### config.mk
export PLATFORM = sky130hd
export DESIGN_NAME = nibbler_fetch
export DESIGN_NICKNAME = d
export VERILOG_FILES = /design/src/rtl/nibbler_fetch.sv
export SDC_FILE = /design/constraint.sdc
export NUM_CORES = 1
export LEC_CHECK = 0
export BUFFER_PORTS_ARGS = -buffer_cell sky130_fd_sc_hd__buf_2
export CELL_PAD_IN_SITES_DETAIL_PLACEMENT = 1
export CELL_PAD_IN_SITES_GLOBAL_PLACEMENT = 1
export CORE_MARGIN = 2
export CORE_UTILIZATION = 36
export DETAILED_ROUTE_END_ITERATION = 10
export PLACE_DENSITY_LB_ADDON = 0.1
export RECOVER_POWER = 50
export SETUP_SLACK_MARGIN = 0.15
export SLEW_MARGIN = 5
export SYNTH_ARGS = -nofsm -noshare
export SYNTH_HDL_FRONTEND = slang
export SYNTH_SLANG_ARGS = --single-unit
### constraint.sdc
create_clock -name clk_i -period 2.01 [get_ports clk_i]
set_input_delay 0.402 -clock clk_i [delete_from_list [all_inputs] [get_ports clk_i]]
set_output_delay 0.402 -clock clk_i [all_outputs]
set_load 0.05 [all_outputs]
### src/rtl/nibbler_fetch.sv
// Fetch/sequencing stage of the 4-bit processor: PC, fetch register, C/Z flags, phase flop.
// Optional build macro NIBBLER_FETCH_HALT_EN adds a halt_i input that freezes all state.
module nibbler_fetch #(
  parameter int              PC_W     = 12,
  parameter logic [PC_W-1:0] RESET_PC = '0
) (
  input  logic            clk_i,
  input  logic            reset_i,
`ifdef NIBBLER_FETCH_HALT_EN
  input  logic            halt_i,
`endif
  input  logic [7:0]      prog_byte_i,
  input  logic            inc_pc_i,
  input  logic            load_pc_i,
  input  logic            load_fetch_i,
  input  logic            load_flags_i,
  input  logic            c_in_i,
  input  logic            z_in_i,
  output logic [PC_W-1:0] pc_o,
  output logic [3:0]      instr_o,
  output logic [3:0]      oprnd_o,
  output logic            phase_o,
  output logic            c_flag_o,
  output logic            z_flag_o,
  output logic [6:0]      dec_addr_o
);

  typedef enum logic {
    PH_FETCH = 1'b0,
    PH_EXEC  = 1'b1
  } phase_e;

  phase_e          phase_q, phase_d;
  logic [PC_W-1:0] pc_q, pc_d;
  logic [7:0]      fetch_q, fetch_d;
  logic            c_q, c_d;
  logic            z_q, z_d;
  logic            run;

`ifdef NIBBLER_FETCH_HALT_EN
  assign run = ~halt_i;
`else
  assign run = 1'b1;
`endif

  always_ff @(posedge clk_i) begin
    if (reset_i) begin
      phase_q <= PH_FETCH;
      pc_q    <= RESET_PC;
      fetch_q <= 8'h00;
      c_q     <= 1'b0;
      z_q     <= 1'b0;
    end else begin
      phase_q <= phase_d;
      pc_q    <= pc_d;
      fetch_q <= fetch_d;
      c_q     <= c_d;
      z_q     <= z_d;
    end
  end

  // Jump target uses the operand nibble already held, so it must be read before any fetch update.
  always_comb begin
    phase_d = phase_q;
    pc_d    = pc_q;
    fetch_d = fetch_q;
    c_d     = c_q;
    z_d     = z_q;
    if (run) begin
      phase_d = (phase_q == PH_FETCH) ? PH_EXEC : PH_FETCH;
      if (load_pc_i) begin
        pc_d = PC_W'({fetch_q[3:0], prog_byte_i});
      end else if (inc_pc_i) begin
        pc_d = pc_q + PC_W'(1);
      end
      if (load_fetch_i && (phase_q == PH_FETCH)) begin
        fetch_d = prog_byte_i;
      end
      if (load_flags_i && (phase_q == PH_EXEC)) begin
        c_d = c_in_i;
        z_d = z_in_i;
      end
    end
  end

  assign pc_o       = pc_q;
  assign instr_o    = fetch_q[7:4];
  assign oprnd_o    = fetch_q[3:0];
  assign phase_o    = (phase_q == PH_EXEC);
  assign c_flag_o   = c_q;
  assign z_flag_o   = z_q;
  assign dec_addr_o = {fetch_q[7:4], c_q, z_q, phase_o};

endmodule

# Word-level counts from Yosys, hierarchy flattened

Cells that the tools add are included.

Memory bits (read-only): 0
Bits in latches: 0
Output and inout bits: 30
Logic and storage cells: 13
Input bits: 16
RAM bits: 0
Register bits after elaboration: 23
Memories: 0

Multiply operators: 0
Multiplexer cells: 3
Order comparisons: 0
Divide/modulo/power cells: 0
Bitwise gates (word level): 1
Eq/ne operators: 0
Shift operators: 0
Add/sub/neg operators: 1
Reduce and logical (&&, ||, !) cells: 3

Operators by type and width:

| operator                                                         | number |
|---|---|
| 12-bit 2-to-1 mux                                                | 2 |
| 12-bit by 1-bit adder with 12-bit output (second input constant) | 1 |
| 1-bit logical AND                                                | 2 |
| 2-bit nonzero test                                               | 1 |
| 1-bit 2-to-1 mux                                                 | 1 |
| 1-bit inverter                                                   | 1 |

# Logic depth before layout (Yosys ltp)

Gate-level depths: netlist of the first run.

Depth in word-level cells: 3
Depth in mapped cells: 4
Depth with buffers taken out: 4

# Worst setup path after synthesis of the first run

OpenSTA, ideal clock, no wires.

Path kind: flip-flop to flip-flop
Start point: register pc_q[0], in the netlist pc_o[0]
End point: register pc_q[8], in the netlist pc_o[8]
Period minus slack after synthesis: 1.787 ns
Setup slack: 0.223 ns
Buffers on the path: 0
Arrival time: 1.696 ns
Cell stages (with the launch flop): 5
Required time: 1.919 ns
Library setup time: 0.091 ns
Cell sequence: dfxtp_1 -> ha_1 -> nand2_1 -> or4_1 -> a311oi_1

Word-level cells in the longest chain between the ends: 3

Ends and longest elaborated chain:

| element                                  | line | text |
|---|---|---|
| start: declaration                       | 34   | `logic [PC_W-1:0] pc_q, pc_d;` |
| start signal: assignment                 | 55   | `pc_q <= pc_d;` |
| 12-bit by 1-bit adder with 12-bit output | 74   | `pc_d = pc_q + PC_W'(1);` |
| 12-bit 2-to-1 mux                        | 73   | `end else if (inc_pc_i) begin` |
| 12-bit 2-to-1 mux                        | 71   | `if (load_pc_i) begin` |

Every way passes these cells. The select of a mux whose other input is x is not followed.
A chain may end at the register's enable or synchronous reset.

# Final worst setup path of the first run

Start point: register pc_q[2], in the netlist pc_o[2]
End point: register pc_q[10], in the netlist pc_o[10]

Same word-level chain as after synthesis.

==> results by stage, run 1 <==
Timing:
- After layout, the worst path uses 80.76% of the clock period.
- Headroom to the max-slew limit came out at approximately a quarter.
- The post-route clock skew is 10.41 ps.
- Setup slack closes at 386.8 ps.
- For the finished layout, the period the worst path requires is 1623 ps.
- In the final timing run, aggregate negative setup slack is 0 ps.
- The number of max-slew violations in the final report is 0.
- At the pin with the least slew margin, the transition time is ~1100 ps.
- On the final layout, the worst hold slack is roughly 320 ps.
- Setup repair after global routing left no endpoint under its margin.
- Setup violations remaining at the end of the flow were counted as 0.
- The final hold violation count is 0.
- The maximum clock frequency is 616.1 MHz.

Critical path:
- The launching point of the worst reg2reg path is pc_o[2]$_SDFFE_PP0P_.
- Data on the critical path is required at its endpoint by approximately 2200 ps.
- The arrival time of data at the critical path endpoint is about 1800 ps.
- Across all register-to-register paths, the minimum setup slack is 390 ps.
- The worst register-to-register path ends at pc_o[10]$_SDFFE_PP0P_.
- In this run the worst path has a maximum fanout of 6.
- In this run the worst setup path begins at pc_o[2]$_SDFFE_PP0P_.
- The type of element capturing the critical path is a flop.
- The cell depth of the worst flop-to-flop path is 3.
- The worst setup path endpoint is pc_o[10]$_SDFFE_PP0P_.
- The worst setup path is of the flop to flop kind.
- The nature of the critical path startpoint is a flop.

Die:
- The die covers between 3000 and 4000 µm².
- The floorplan core area is 2805 µm².
- The die is 59.02 µm tall.
- The starting density of the core is around 39%.
- The number of cell rows is 19.
- The width of the die is about 59 µm.
- For this design the top-level I/O count stands at 46.

Placement:
- The detailed-placement wirelength estimate is about 2.2 mm.
- The placed instances occupy a cell area of ~1300 µm².
- The congestion estimate from routability-driven global placement came to ~0.75.
- OpenSTA, run right after detailed placement, puts the worst setup slack at roughly 370 ps.
- The number of buffers inserted by port buffering is 45.

Drt:
- For this run, design rule violations remaining after detail routing come to 0.
- The routed layout has between 1000 and 1500 vias.
- The post-detailed-route wirelength per cell is between 10 and 15 µm.
- After detailed routing, the wire length on met1 is roughly 1.3 mm.
- The number of DRC violations after detailed-routing iteration 0 is 13.
- The sum of met3 wire segment lengths after detailed routing is 136 µm.
- After detailed routing, the number of vias per cell comes to roughly 5.4.
- The final layout contains routed wiring with a total length of 2.874 mm.
- In this run the remaining antenna-violating nets after routing total 0.
- Wire segments on met2 add up to about 1.4 mm in the final route.
- The detailed-routing iteration count for the pre-antenna-repair pass is 4.
- The uppermost signal routing layer after detailed routing is met4.

Synthesis:
- The cell count after synthesis came out at approximately 120.
- The number of nets handed over by synthesis was 140.
- The number of synthesized flops with an enable pin is 0.
- The most instantiated flip-flop cell in the synthesis netlist is dfxtp_1.
- The synthesized design contains 23 register bits.
- The share of flip-flops with an asynchronous set or reset after synthesis is 0%.
- The count of cell types in the netlist is 28.
- The yosys synthesis warning count is 0.
- Of the synthesized area, sequential elements account for around 42%.
- In this run the mean area of a mapped cell was between 8 and 9 µm².
- The synthesized area is 1090 µm².

Hold path:
- The tightest min-delay check is of the input port to flop type.
- Counting instances, the worst hold path has a depth of 3.

Clocking:
- For this design, the sink count on the clock tree is 23.
- The cell at the root of the clock tree is clkbuf_4.
- TritonCTS built the clock tree.
- The clock edge transition at the registers on the reported setup and hold paths is around 130 ps.
- The number of hold buffers added after cts is 0.
- At the later pin of the worst-skew pair, clock insertion delay measures 310 ps.
- The count of cells resized by post-cts repair is 0.
- The number of setup buffers added after CTS is 0.
- CTS built an H-tree with a depth of 1.
- Counting the buffers created by CTS gives 3.
- In this run the deepest clock path goes through 2 buffers.

GRT:
- Entering global routing, the biggest net connects 26 pins.
- The total congestion overflow after global routing is 0.
- The number of antenna violations at the first check in global routing came to 0.
- The wire length of the first global-routing pass is roughly 4.7 mm.
- The global routing usage summed across all routing layers is approximately 18%.
- The via count of the first global-routing pass is 980.

Cells and area:
- In the final layout, the share of cells above drive strength 1 is between 20 and 30%.
- The number of nets in the final layout is approximately 180.
- The area growth from synthesis to layout is 20.09%.
- 0 antenna diodes ended up in the layout.
- The cell area after layout is between 1000 and 1500 µm².

Pwr:
- The worst-case IR drop observed on VDD is 289.7 µV.
- The total power of the final layout is 0.9949 mW.
- The part of the power in the clock network is around 22%.
- Of the total power, the share spent switching nets is between 30% and 40%.
- The power per cell area is 760.2 nW/µm².
- The total net switching power is approximately 0.37 mW.
- The logic gate share of total power is between 20% and 30%.
- The leakage power figure is 0.5537 nW.
- Internal power comes to 0.6272 mW.
- The share of power burned in registers is a little over half.

Status:
- The flow ran to the end, and the final reports show no timing, DRC or antenna violations.

Job:
- The tool flagged a number of max-cap violations equal to 0.
cell type report:
type                       instances  area, µm²
multi-input combinational         85      544.3
sequential                        23      460.4
inverter                           1      3.754
timing repair buffer              48      234.0
fill                             365       1496
clock buffer                       3      22.52
tap                               31      38.79
clock inverter                     1      5.005
layer usage:
metal,vias up,track usage [%]
li1,520,-
met1,472,24.42
met2,32,28.57
met3,4,2.620
met4,0,5.844
met5,-,0
worst min path at each step:
stage                     startpoint                    end  slack, ps
2_1_floorplan         prog_byte_i[0]   pc_o[0]$_SDFFE_PP0P_        540
3_3_place_gp   c_flag_o$_SDFFE_PP0P_  c_flag_o$_SDFFE_PP0P_        450
3_5_place_dp   z_flag_o$_SDFFE_PP0P_  z_flag_o$_SDFFE_PP0P_        470
4_1_cts                       c_in_i  c_flag_o$_SDFFE_PP0P_        320
5_1_grt                       z_in_i  z_flag_o$_SDFFE_PP0P_        310
6_report                      c_in_i  c_flag_o$_SDFFE_PP0P_        320
cell families (layout without fill, tap and decap cells):
family	Yosys count	in the layout	share of synthesized area [%]
AO/OA/AOI/OAI	22	22	14.47
XOR/XNOR	4	4	3.214
adder cells (fa/ha/maj)	1	1	1.148
buffers and inverters	15	53	7.807
flip-flops	23	23	42.25
multiplexers	9	9	8.381
AND/OR/NAND/NOR	49	49	22.73
stage by stage:
step                      util (%)  std cells
after floorplan                  -        123
after global placement       46.16        188
after detailed placement     46.16        188
after CTS                    47.15        192
after global routing         46.65        192
final                        46.65        192
worst max-delay path: stages (launching register included):
cell      delay, ps
dfxtp_1         510
nand4_1         230
or4_1           510
a311oi_1        280
power groups by stage:
stage | Sequential, mW | Combinational, mW | Clock, mW
floorplan | 0.621 | 0.108 | 0
global placement | 0.524 | 0.265 | 0
detailed placement | 0.527 | 0.269 | 0
CTS | 0.518 | 0.269 | 0.225
global route | 0.524 | 0.281 | 0.247
finish | 0.518 | 0.263 | 0.214
cell usage in the layout (no fill, tap or decap), drive strengths merged, types with 2 or more instances in the layout:
| master | n |
|---|---|
| buf | 37 |
| dfxtp | 23 |
| nor2 | 19 |
| clkbuf | 14 |
| nand2 | 9 |
| mux2i | 8 |
| a311oi | 6 |
| nand3 | 6 |
| or4 | 5 |
| nand4 | 5 |
| o31ai | 4 |
| xor2 | 4 |
| a21oi | 4 |
| a211oi | 3 |
| or3 | 3 |
| o21ai | 2 |
registers in the layout, summed over array words and instances, names as in the netlist:
| name | cells |
|---|---|
| z_flag_o | 1 |
| phase_o | 1 |
| c_flag_o | 1 |
| fetch_q | 8 |
| pc_o | 12 |
cells in the mapped netlist (3+ instances only):
cell type / n / share of area, %
nor2_1: 19 / 6.5
dfxtp_1: 23 / 42
buf_4: 7 / 4.8
nand2_1: 9 / 3.1
a211oi_1: 3 / 2.1
o31ai_1: 4 / 2.8
a311oi_1: 6 / 4.8
nand3_1: 5 / 2.3
mux2i_1: 8 / 7.3
or4_1: 5 / 3.4
a21oi_1: 4 / 1.8
clkbuf_1: 5 / 1.7
xor2_1: 4 / 3.2
nand4_1: 4 / 2.3
Power figures use the tool's default switching activity.
==> inputs of run 2 (changes only) <==
--- a/config.mk
+++ b/config.mk
@@ -9,7 +9,7 @@
 export CELL_PAD_IN_SITES_DETAIL_PLACEMENT = 1
 export CELL_PAD_IN_SITES_GLOBAL_PLACEMENT = 1
 export CORE_MARGIN = 2
-export CORE_UTILIZATION = 36
+export CORE_UTILIZATION = 33
 export DETAILED_ROUTE_END_ITERATION = 10
 export PLACE_DENSITY_LB_ADDON = 0.1
 export RECOVER_POWER = 50
==> constraint.sdc (replaced) <==
create_clock -name clk_i -period 1.6 [get_ports clk_i]
set_input_delay 0.32 -clock clk_i [delete_from_list [all_inputs] [get_ports clk_i]]
set_output_delay 0.32 -clock clk_i [all_outputs]
set_load 0.05 [all_outputs]
==> run 2 against run 1 <==
Against the previous run:
- core utilization increased by 0.76 points
- clock-buffer cell count unchanged
- wire length increased by 6.4%
- largest power group unchanged
- clock skew decreased by 6.5 ps
- register-to-register slack got worse by 210 ps
- worst hold slack got worse by 88 ps
- final cell count increased by 9.9%
- clock power increased by 31%
- sequential power increased by 26%
==> results by stage, run 2 (synthesized netlist as in run 1, its figures left out) <==
Placement:
- The detailed-placement wirelength estimate is 2.294 mm (+5.5%).
- The routability-driven placement congestion ratio is 0.7771 (+3.0%).
- The number of buffers inserted by port buffering is 45 (unchanged).
- The worst setup slack before clock tree synthesis came to 99.70 ps (-265.8 ps).

GRT:
- The number of antenna violations at the first check in global routing is 0 (unchanged).
- The pin count of the biggest net entering global routing is 25 (-3.8%).
- The global routing usage summed across all routing layers is 17.98% (+0.22 points).
- The via count of the first global-routing pass is 1052 (+7.3%).
- The wire length of the first global-routing pass is 4.933 mm (+4.8%).
- The total congestion overflow after global routing is 0 (unchanged).

Critical path:
- The cell depth of the worst flop-to-flop path was 4 (+1).
- The required time at the endpoint of the critical path was 1840 ps (-380 ps).
- STA classifies the critical path startpoint as a flop.
- In this run the critical register-to-register path is launched from pc_o[1]$_SDFFE_PP0P_.
- The largest fanout on the critical path is 6 (unchanged).
- The kind of critical path is flop to flop.
- In this run the critical register-to-register path is captured at pc_o[10]$_SDFFE_PP0P_.
- The register-to-register setup slack is 180 ps (-210 ps).
- STA classifies the critical path endpoint as a flop.
- The arrival time of data at the critical path endpoint is 1670 ps (-160 ps).
- The worst setup path startpoint is pc_o[1]$_SDFFE_PP0P_.

Drt:
- The post-detailed-route wirelength per cell is 14.49 µm (-3.2%).
- The number of DRC violations after detailed-routing iteration 0 is 30 (+17).
- The total DRC errors in the routed layout is 0 (unchanged).
- The total via count after detailed routing is 1085 (+5.5%).
- The detailed-routing iteration count for the pre-antenna-repair pass is 4 (unchanged).
- The number of vias per cell is 5.142 (-4.0%).
- The total detailed-routing wirelength is 3.058 mm (+6.4%).
- The number of nets with antenna violations after detailed routing is 0 (unchanged).

Pwr:
- The maximum ir drop on the vdd rail is 374.7 µV (+29%).
- The part of the power in the clock network is 21.9% (+0.4 points).
- The total net switching power is 0.4840 mW (+32%).
- The switching share of total power is 37.75% (+0.79 points).
- The power per cell area is 871.3 nW/µm² (+15%).
- The internal power was 0.7980 mW (+27%).
- The logic gate share of total power is 27.3% (+0.9 points).
- The leakage power figure came to 0.6307 nW (+14%).
- The share of power burned in registers is 50.8% (-1.2 points).

Cells and area:
- The leading cell type in the layout, fill and taps excluded is buf_2.
- The share of final-layout standard cells stronger than drive strength 1 was 45.51% (+18 points).
- The total area of multi-input combinational cells came to 595.6 µm² (+9.4%).
- The total inserted antenna cells was 0 (unchanged).
- The number of filler instances in the final layout is 389 (+6.6%).
- Leaving out fill and tap cells, the most frequent cells in the layout are buf_2 (35), nor2_1 (19), dfxtp_1 (13).
- The layout overhead on the synthesized area is 35.02%.
- The combined flip-flop and latch cell area was 498.0 µm² (+8.2%).
- The number of nets in the final layout was 185 (+3.4%).
- The flip-flop count of the largest register after layout is 12 (unchanged).

Timing:
- The final hold violation count was 0 (unchanged).
- The maximum clock frequency was 702.1 MHz (+14%).
- The post-route worst hold slack is 233.9 ps (-87.94 ps).
- The number of failing setup endpoints in the final timing report is 0 (unchanged).
- The share of the cycle needed by the critical path after routing is 89.02% (+8.3 points).
- The worst setup margin was 175.6 ps (-211.2 ps).
- The transition time at the pin with the least slew margin was 588.8 ps (-515.9 ps).
- The post-route clock skew is 3.930 ps (-6.484 ps).
- The final critical path time including I/O delays and setup is 1424 ps (-198.8 ps).
- Setup repair after global routing could not meet its margin everywhere.
- The total negative slack for setup checks is 0 ps (unchanged).
- The worst slew margin relative to its limit came to 60.74% (+34 points).
- The number of max-slew violations in the final report came to 0 (unchanged).

Die:
- The floorplan core area was 3103 µm² (+11%).
- The number of top-level pins came to 46 (unchanged).
- The floorplan die height is 61.47 µm (+4.1%).
- The die outline area was 3778 µm² (+8.5%).
- The number of cell rows is 20 (+1).
- The starting density of the core came to 35.12% (-3.7 points).
- The width of the die is 61.47 µm (+4.1%).

Hold path:
- The source of the worst hold timing path is c_in_i.
- The depth of the worst hold-timing path is 3 (unchanged).
- The tightest min-delay check is of the input port to flop type.
- The terminating pin of the worst hold path is c_flag_o$_SDFFE_PP0P_.

Clocking:
- The clock tree buffer depth is 2 (unchanged).
- The CTS tree is built.
- The CTS sink count came to 23 (unchanged).
- The number of hold buffers added after cts is 0 (unchanged).
- The clock edge transition at the registers on the reported setup and hold paths was 130 ps (about the same).
- The number of H-tree levels came to 1 (unchanged).
- The number of buffers created by CTS is 3 (unchanged).
- The root buffer cell chosen for the clock tree is clkbuf_4.
- The insertion delay to the later sink of the worst-skew pair is 320 ps (about the same).

Job:
- The total of max-cap violations is 0 (unchanged).

Status:
- The flow ran to the end, and the final reports show no timing, DRC or antenna violations.
[run 2: worst max-delay path, cell delays in order, from the launching register on]
cell and delay (ps):
dfxtp_4 410, ha_4 170, nand2_4 60, or4_4 480, a311oi_2 220
[run 2: final cells by class]
class                   instances  area share, %
multi-input cells              85          40.48
flip-flops and latches         23          33.84
clock inverters                 1         0.3401
clock buffers                   3          1.531
repair buffers                 54          19.81
well taps                      44          3.741
inverters                       1         0.2551
[run 2: power by group through the flow]
| stage | combinational (mW) | clock [mW] | sequential (mW) |
|---|---|---|---|
| 2_1_floorplan | 0.136 | 0 | 0.779 |
| 3_3_place_gp | 0.335 | 0 | 0.660 |
| 3_5_place_dp | 0.340 | 0 | 0.662 |
| 4_1_cts | 0.346 | 0.301 | 0.651 |
| 5_1_grt | 0.376 | 0.329 | 0.659 |
| 6_report | 0.350 | 0.281 | 0.652 |
[run 2: timing repair]
action | CTS | global route
gates resized for setup | 2 | 7
endpoints found under the setup margin | 1 | 7
endpoints found under the hold margin | 0 | 0
setup buffers | 1 | 4
pin swaps | 0 | 5
[run 2: worst max path at each step]
stage | end | slack (ps) | depth (start not counted)
2_1_floorplan | pc_o[9]$_SDFFE_PP0P_ | 170 | 3
3_3_place_gp | pc_o[5]$_SDFFE_PP0P_ | 140 | 4
3_5_place_dp | pc_o[7]$_SDFFE_PP0P_ | 100 | 4
4_1_cts | pc_o[7]$_SDFFE_PP0P_ | 150 | 3
5_1_grt | fetch_q[3]$_SDFFE_PP0P_ | 90 | 4
6_report | pc_o[10]$_SDFFE_PP0P_ | 180 | 4
[run 2: routing by layer]
| metal | up-vias | routed length [µm] | global-route usage [%] |
|---|---|---|---|
| met1 | 511 | 1345 | 22.79 |
| met4 | 0 | 40 | 8.207 |
| met2 | 39 | 1485 | 29.94 |
| met5 | - | 0 | 0 |
| met3 | 4 | 186 | 2.941 |
| li1 | 531 | - | - |
[run 2: per-stage QoR]
step	std cells	power (mW)	utilization [%]	cell area (µm²)
after floorplan	123	0.9156	-	1140
after global placement	202	0.9951	44.11	1369
after detailed placement	202	1.002	44.11	1369
after CTS	207	1.298	45.73	1419
after global routing	211	1.364	47.42	1471
final	211	1.282	47.42	1471
==> inputs of run 3 (changes only) <==
--- a/config.mk
+++ b/config.mk
@@ -9,7 +9,7 @@
 export CELL_PAD_IN_SITES_DETAIL_PLACEMENT = 1
 export CELL_PAD_IN_SITES_GLOBAL_PLACEMENT = 1
 export CORE_MARGIN = 2
-export CORE_UTILIZATION = 33
+export CORE_UTILIZATION = 36
 export DETAILED_ROUTE_END_ITERATION = 10
 export PLACE_DENSITY_LB_ADDON = 0.1
 export RECOVER_POWER = 50
==> constraint.sdc (replaced) <==
create_clock -name clk_i -period 1.8 [get_ports clk_i]
set_input_delay 0.36 -clock clk_i [delete_from_list [all_inputs] [get_ports clk_i]]
set_output_delay 0.36 -clock clk_i [all_outputs]
set_load 0.05 [all_outputs]
==> run 3 against run 2 <==
Against the previous run:
- first-iteration DRC count is 20% lower
- setup slack better by 99 ps
- final cell count shrank 8.5%
- register-to-register slack better by 100 ps
- die area shrank 7.8%
- final area decreased by 9.8%
==> results by stage, run 3 (synthesized netlist as in run 1, its figures left out) <==
Critical path:
- The signal on the critical path passes through clkbuf_1.
- The largest fanout on the critical path is 3 (-3).
- The nature of the critical path startpoint is a flop.
- The required time at the endpoint of the critical path was 1440 ps (-400 ps).
- The register-to-register setup slack is 280 ps (+100 ps).
- On the critical path, the stage with the largest delay is an instance of clkbuf_1.
- The worst register-to-register path begins at pc_o[1]$_SDFFE_PP0P_.
- The delay contributed by the slowest stage of the critical path came to 480 ps (about the same).
- The type of element capturing the critical path is an output port.
- The worst path buffer plus inverter count is 1 (+1).
- The endpoint identified for the worst register-to-register timing path is pc_o[10]$_SDFFE_PP0P_.
- The kind of critical path is flop to output port.
- The cell depth of the worst flop-to-flop path came to 4 (unchanged).
- The arrival time of data at the critical path endpoint came to 1170 ps (-500 ps).
- The largest delay contributor family on the critical path is buffers and inverters.

Die:
- The starting density of the core was 38.85% (+3.7 points).
- The floorplan core area is 2805 µm² (-9.6%).
- The number of top-level pins is 46 (unchanged).
- The width of the die is 59.02 µm (-4.0%).
- The floorplan die height is 59.02 µm (-4.0%).
- The number of cell rows came to 19 (-5.0%).
- The die outline area was 3483 µm² (-7.8%).

Pwr:
- The power per cell area came to 844.3 nW/µm² (-3.1%).
- The leakage power figure came to 0.5517 nW (-13%).
- The maximum ir drop on the vdd rail is 399.5 µV (+6.6%).

Drt:
- The number of nets with antenna violations after detailed routing was 0 (unchanged).
- The total DRC errors in the routed layout is 0 (unchanged).
- The total via count after detailed routing was 1083 (-0.18%).
- The total detailed-routing wirelength is 2.970 mm (-2.9%).
- The post-detailed-route wirelength per cell is 15.39 µm (+6.2%).
- The number of vias per cell is 5.611 (+9.1%).
- The detailed-routing iteration count for the pre-antenna-repair pass is 4 (unchanged).
- The number of DRC violations after detailed-routing iteration 0 is 24 (-20%).

Cells and area:
- The total area of multi-input combinational cells is 550.5 µm² (-7.6%).
- The cell area after layout was 1328 µm² (-9.8%).
- The share of final-layout standard cells stronger than drive strength 1 was 32.72% (-13 points).
- Compared with the post-synthesis result, the final layout area differs by 21.81%.
- The flip-flop count of the largest register after layout is 12 (unchanged).
- The combined flip-flop and latch cell area was 474.2 µm² (-4.8%).
- The total inserted antenna cells is 0 (unchanged).
- The number of nets in the final layout was 180 (-2.7%).
- The post-layout instance count excluding filler cells is 193 (-8.5%).
- The leading cell type in the layout, fill and taps excluded is buf_2.
- The top cell types in the final layout, fill and taps aside, are buf_2 (34), nor2_1 (19), dfxtp_1 (14), clkbuf_1 (14), nand2_1 (9).
- The number of filler instances in the final layout is 342 (-12%).

Timing:
- The total negative slack for setup checks is 0 ps (unchanged).
- Setup repair after global routing left no endpoint under its margin.
- The number of failing setup endpoints in the final timing report came to 0 (unchanged).
- The post-route clock skew is 3.600 ps (-0.3302 ps).
- The number of max-slew violations in the final report is 0 (unchanged).
- The worst slew margin relative to its limit is 59.68% (-1.1 points).
- The transition time at the pin with the least slew margin came to 604.7 ps (+15.89 ps).
- The share of the cycle needed by the critical path after routing is between 80% and 90%.
- The maximum clock frequency is 655.5 MHz.
- The final hold violation count is 0 (unchanged).
- The post-route worst hold slack is 277.3 ps (+43.46 ps).
- The routed design could run at a clock period as short as around 1500 ps.

Placement:
- The standard cell area after detailed placement is 1314 µm² (-4.0%).
- The detailed-placement wirelength estimate is 2.251 mm (-1.9%).
- The routability-driven placement congestion ratio is 0.7755 (-0.21%).
- The number of buffers inserted by port buffering is 45 (unchanged).
- The count of placed standard cells including taps came to 189 (-6.4%).

Clocking:
- The clock tree buffer depth was 2 (unchanged).
- The CTS sink count came to 23 (unchanged).
- The clock edge transition at the registers on the reported setup and hold paths was 130 ps (about the same).
- The number of H-tree levels is 1 (unchanged).
- The buffer count from post-CTS setup fixing is 0 (-1).
- The insertion delay to the later sink of the worst-skew pair came to 310 ps (about the same).
- The CTS tree is built.
- The number of hold buffers added after cts is 0 (unchanged).
- The count of cells resized by post-cts repair is 0 (-2).
- The number of buffers created by CTS is 3 (unchanged).
- The tree is rooted in a clkbuf_4.

GRT:
- The via count of the first global-routing pass is 961 (-8.7%).
- The global routing usage summed across all routing layers is 17.80% (-0.18 points).
- The total congestion overflow after global routing was 0 (unchanged).
- The pin count of the biggest net entering global routing is 25 (unchanged).
- The number of antenna violations at the first check in global routing came to 0 (unchanged).
- The wire length of the first global-routing pass is 4.609 mm (-6.6%).

Hold path:
- The depth of the worst hold-timing path is 3 (unchanged).
- The terminating pin of the worst hold path is pc_o[0]$_SDFFE_PP0P_.
- The worst hold path class is input port to flop.
- In this run the most critical hold path is launched from prog_byte_i[0].

Job:
- The total of max-cap violations came to 0 (unchanged).

Status:
- The run finished with clean final reports.
-- run 3: metal layers --
layer	routed length (µm)	up-vias	global-route usage, %
met1	1363	522	24.73
met3	162	7	3.275
met2	1370	36	27.30
met5	0	-	0
li1	-	518	-
met4	74	0	7.143
-- run 3: stage by stage --
step / util (%) / power, mW / setup WS (ps)
after floorplan: - / 0.8173 / 150.2
after global placement: 46.83 / 0.8862 / 327.7
after detailed placement: 46.83 / 0.8946 / 262.4
after CTS: 47.77 / 1.136 / 230.7
after global routing: 47.32 / 1.179 / 170.4
final: 47.32 / 1.121 / 274.3
-- run 3: how the worst max path moves through the flow --
stage / cells after the start / from / to / slack [ps]
after floorplan: 3 / pc_o[9]$_SDFFE_PP0P_ / pc_o[10]$_SDFFE_PP0P_ / 150
after global placement: 4 / inc_pc_i / pc_o[5]$_SDFFE_PP0P_ / 330
after detailed placement: 4 / pc_o[0]$_SDFFE_PP0P_ / pc_o[10]$_SDFFE_PP0P_ / 260
after CTS: 4 / pc_o[0]$_SDFFE_PP0P_ / pc_o[8]$_SDFFE_PP0P_ / 230
after global routing: 4 / pc_o[1]$_SDFFE_PP0P_ / pc_o[10]$_SDFFE_PP0P_ / 170
final: 1 / fetch_q[4]$_SDFFE_PP0P_ / instr_o[0] / 270
-- run 3: layout make-up --
cell class	instances	share of cell area [%]
clock buffer	4	1.979
inverter	1	0.2828
multi-input combinational	85	41.47
sequential	23	35.72
tap	31	2.922
timing repair buffer	49	17.62
-- run 3: where the power goes --
group	leakage [nW]	internal, mW	switching, mW
Clock	0.0150	0.0867	0.158
Combinational	0.344	0.0756	0.219
Sequential	0.193	0.544	0.0376
Total	0.552	0.706	0.415
-- run 3: worst reg2reg max path, stage by stage (launching register included) --
cell and delay (ps):
dfxtp_2 400, ha_1 200, nand2_1 140, or4_1 430, a311oi_1 280
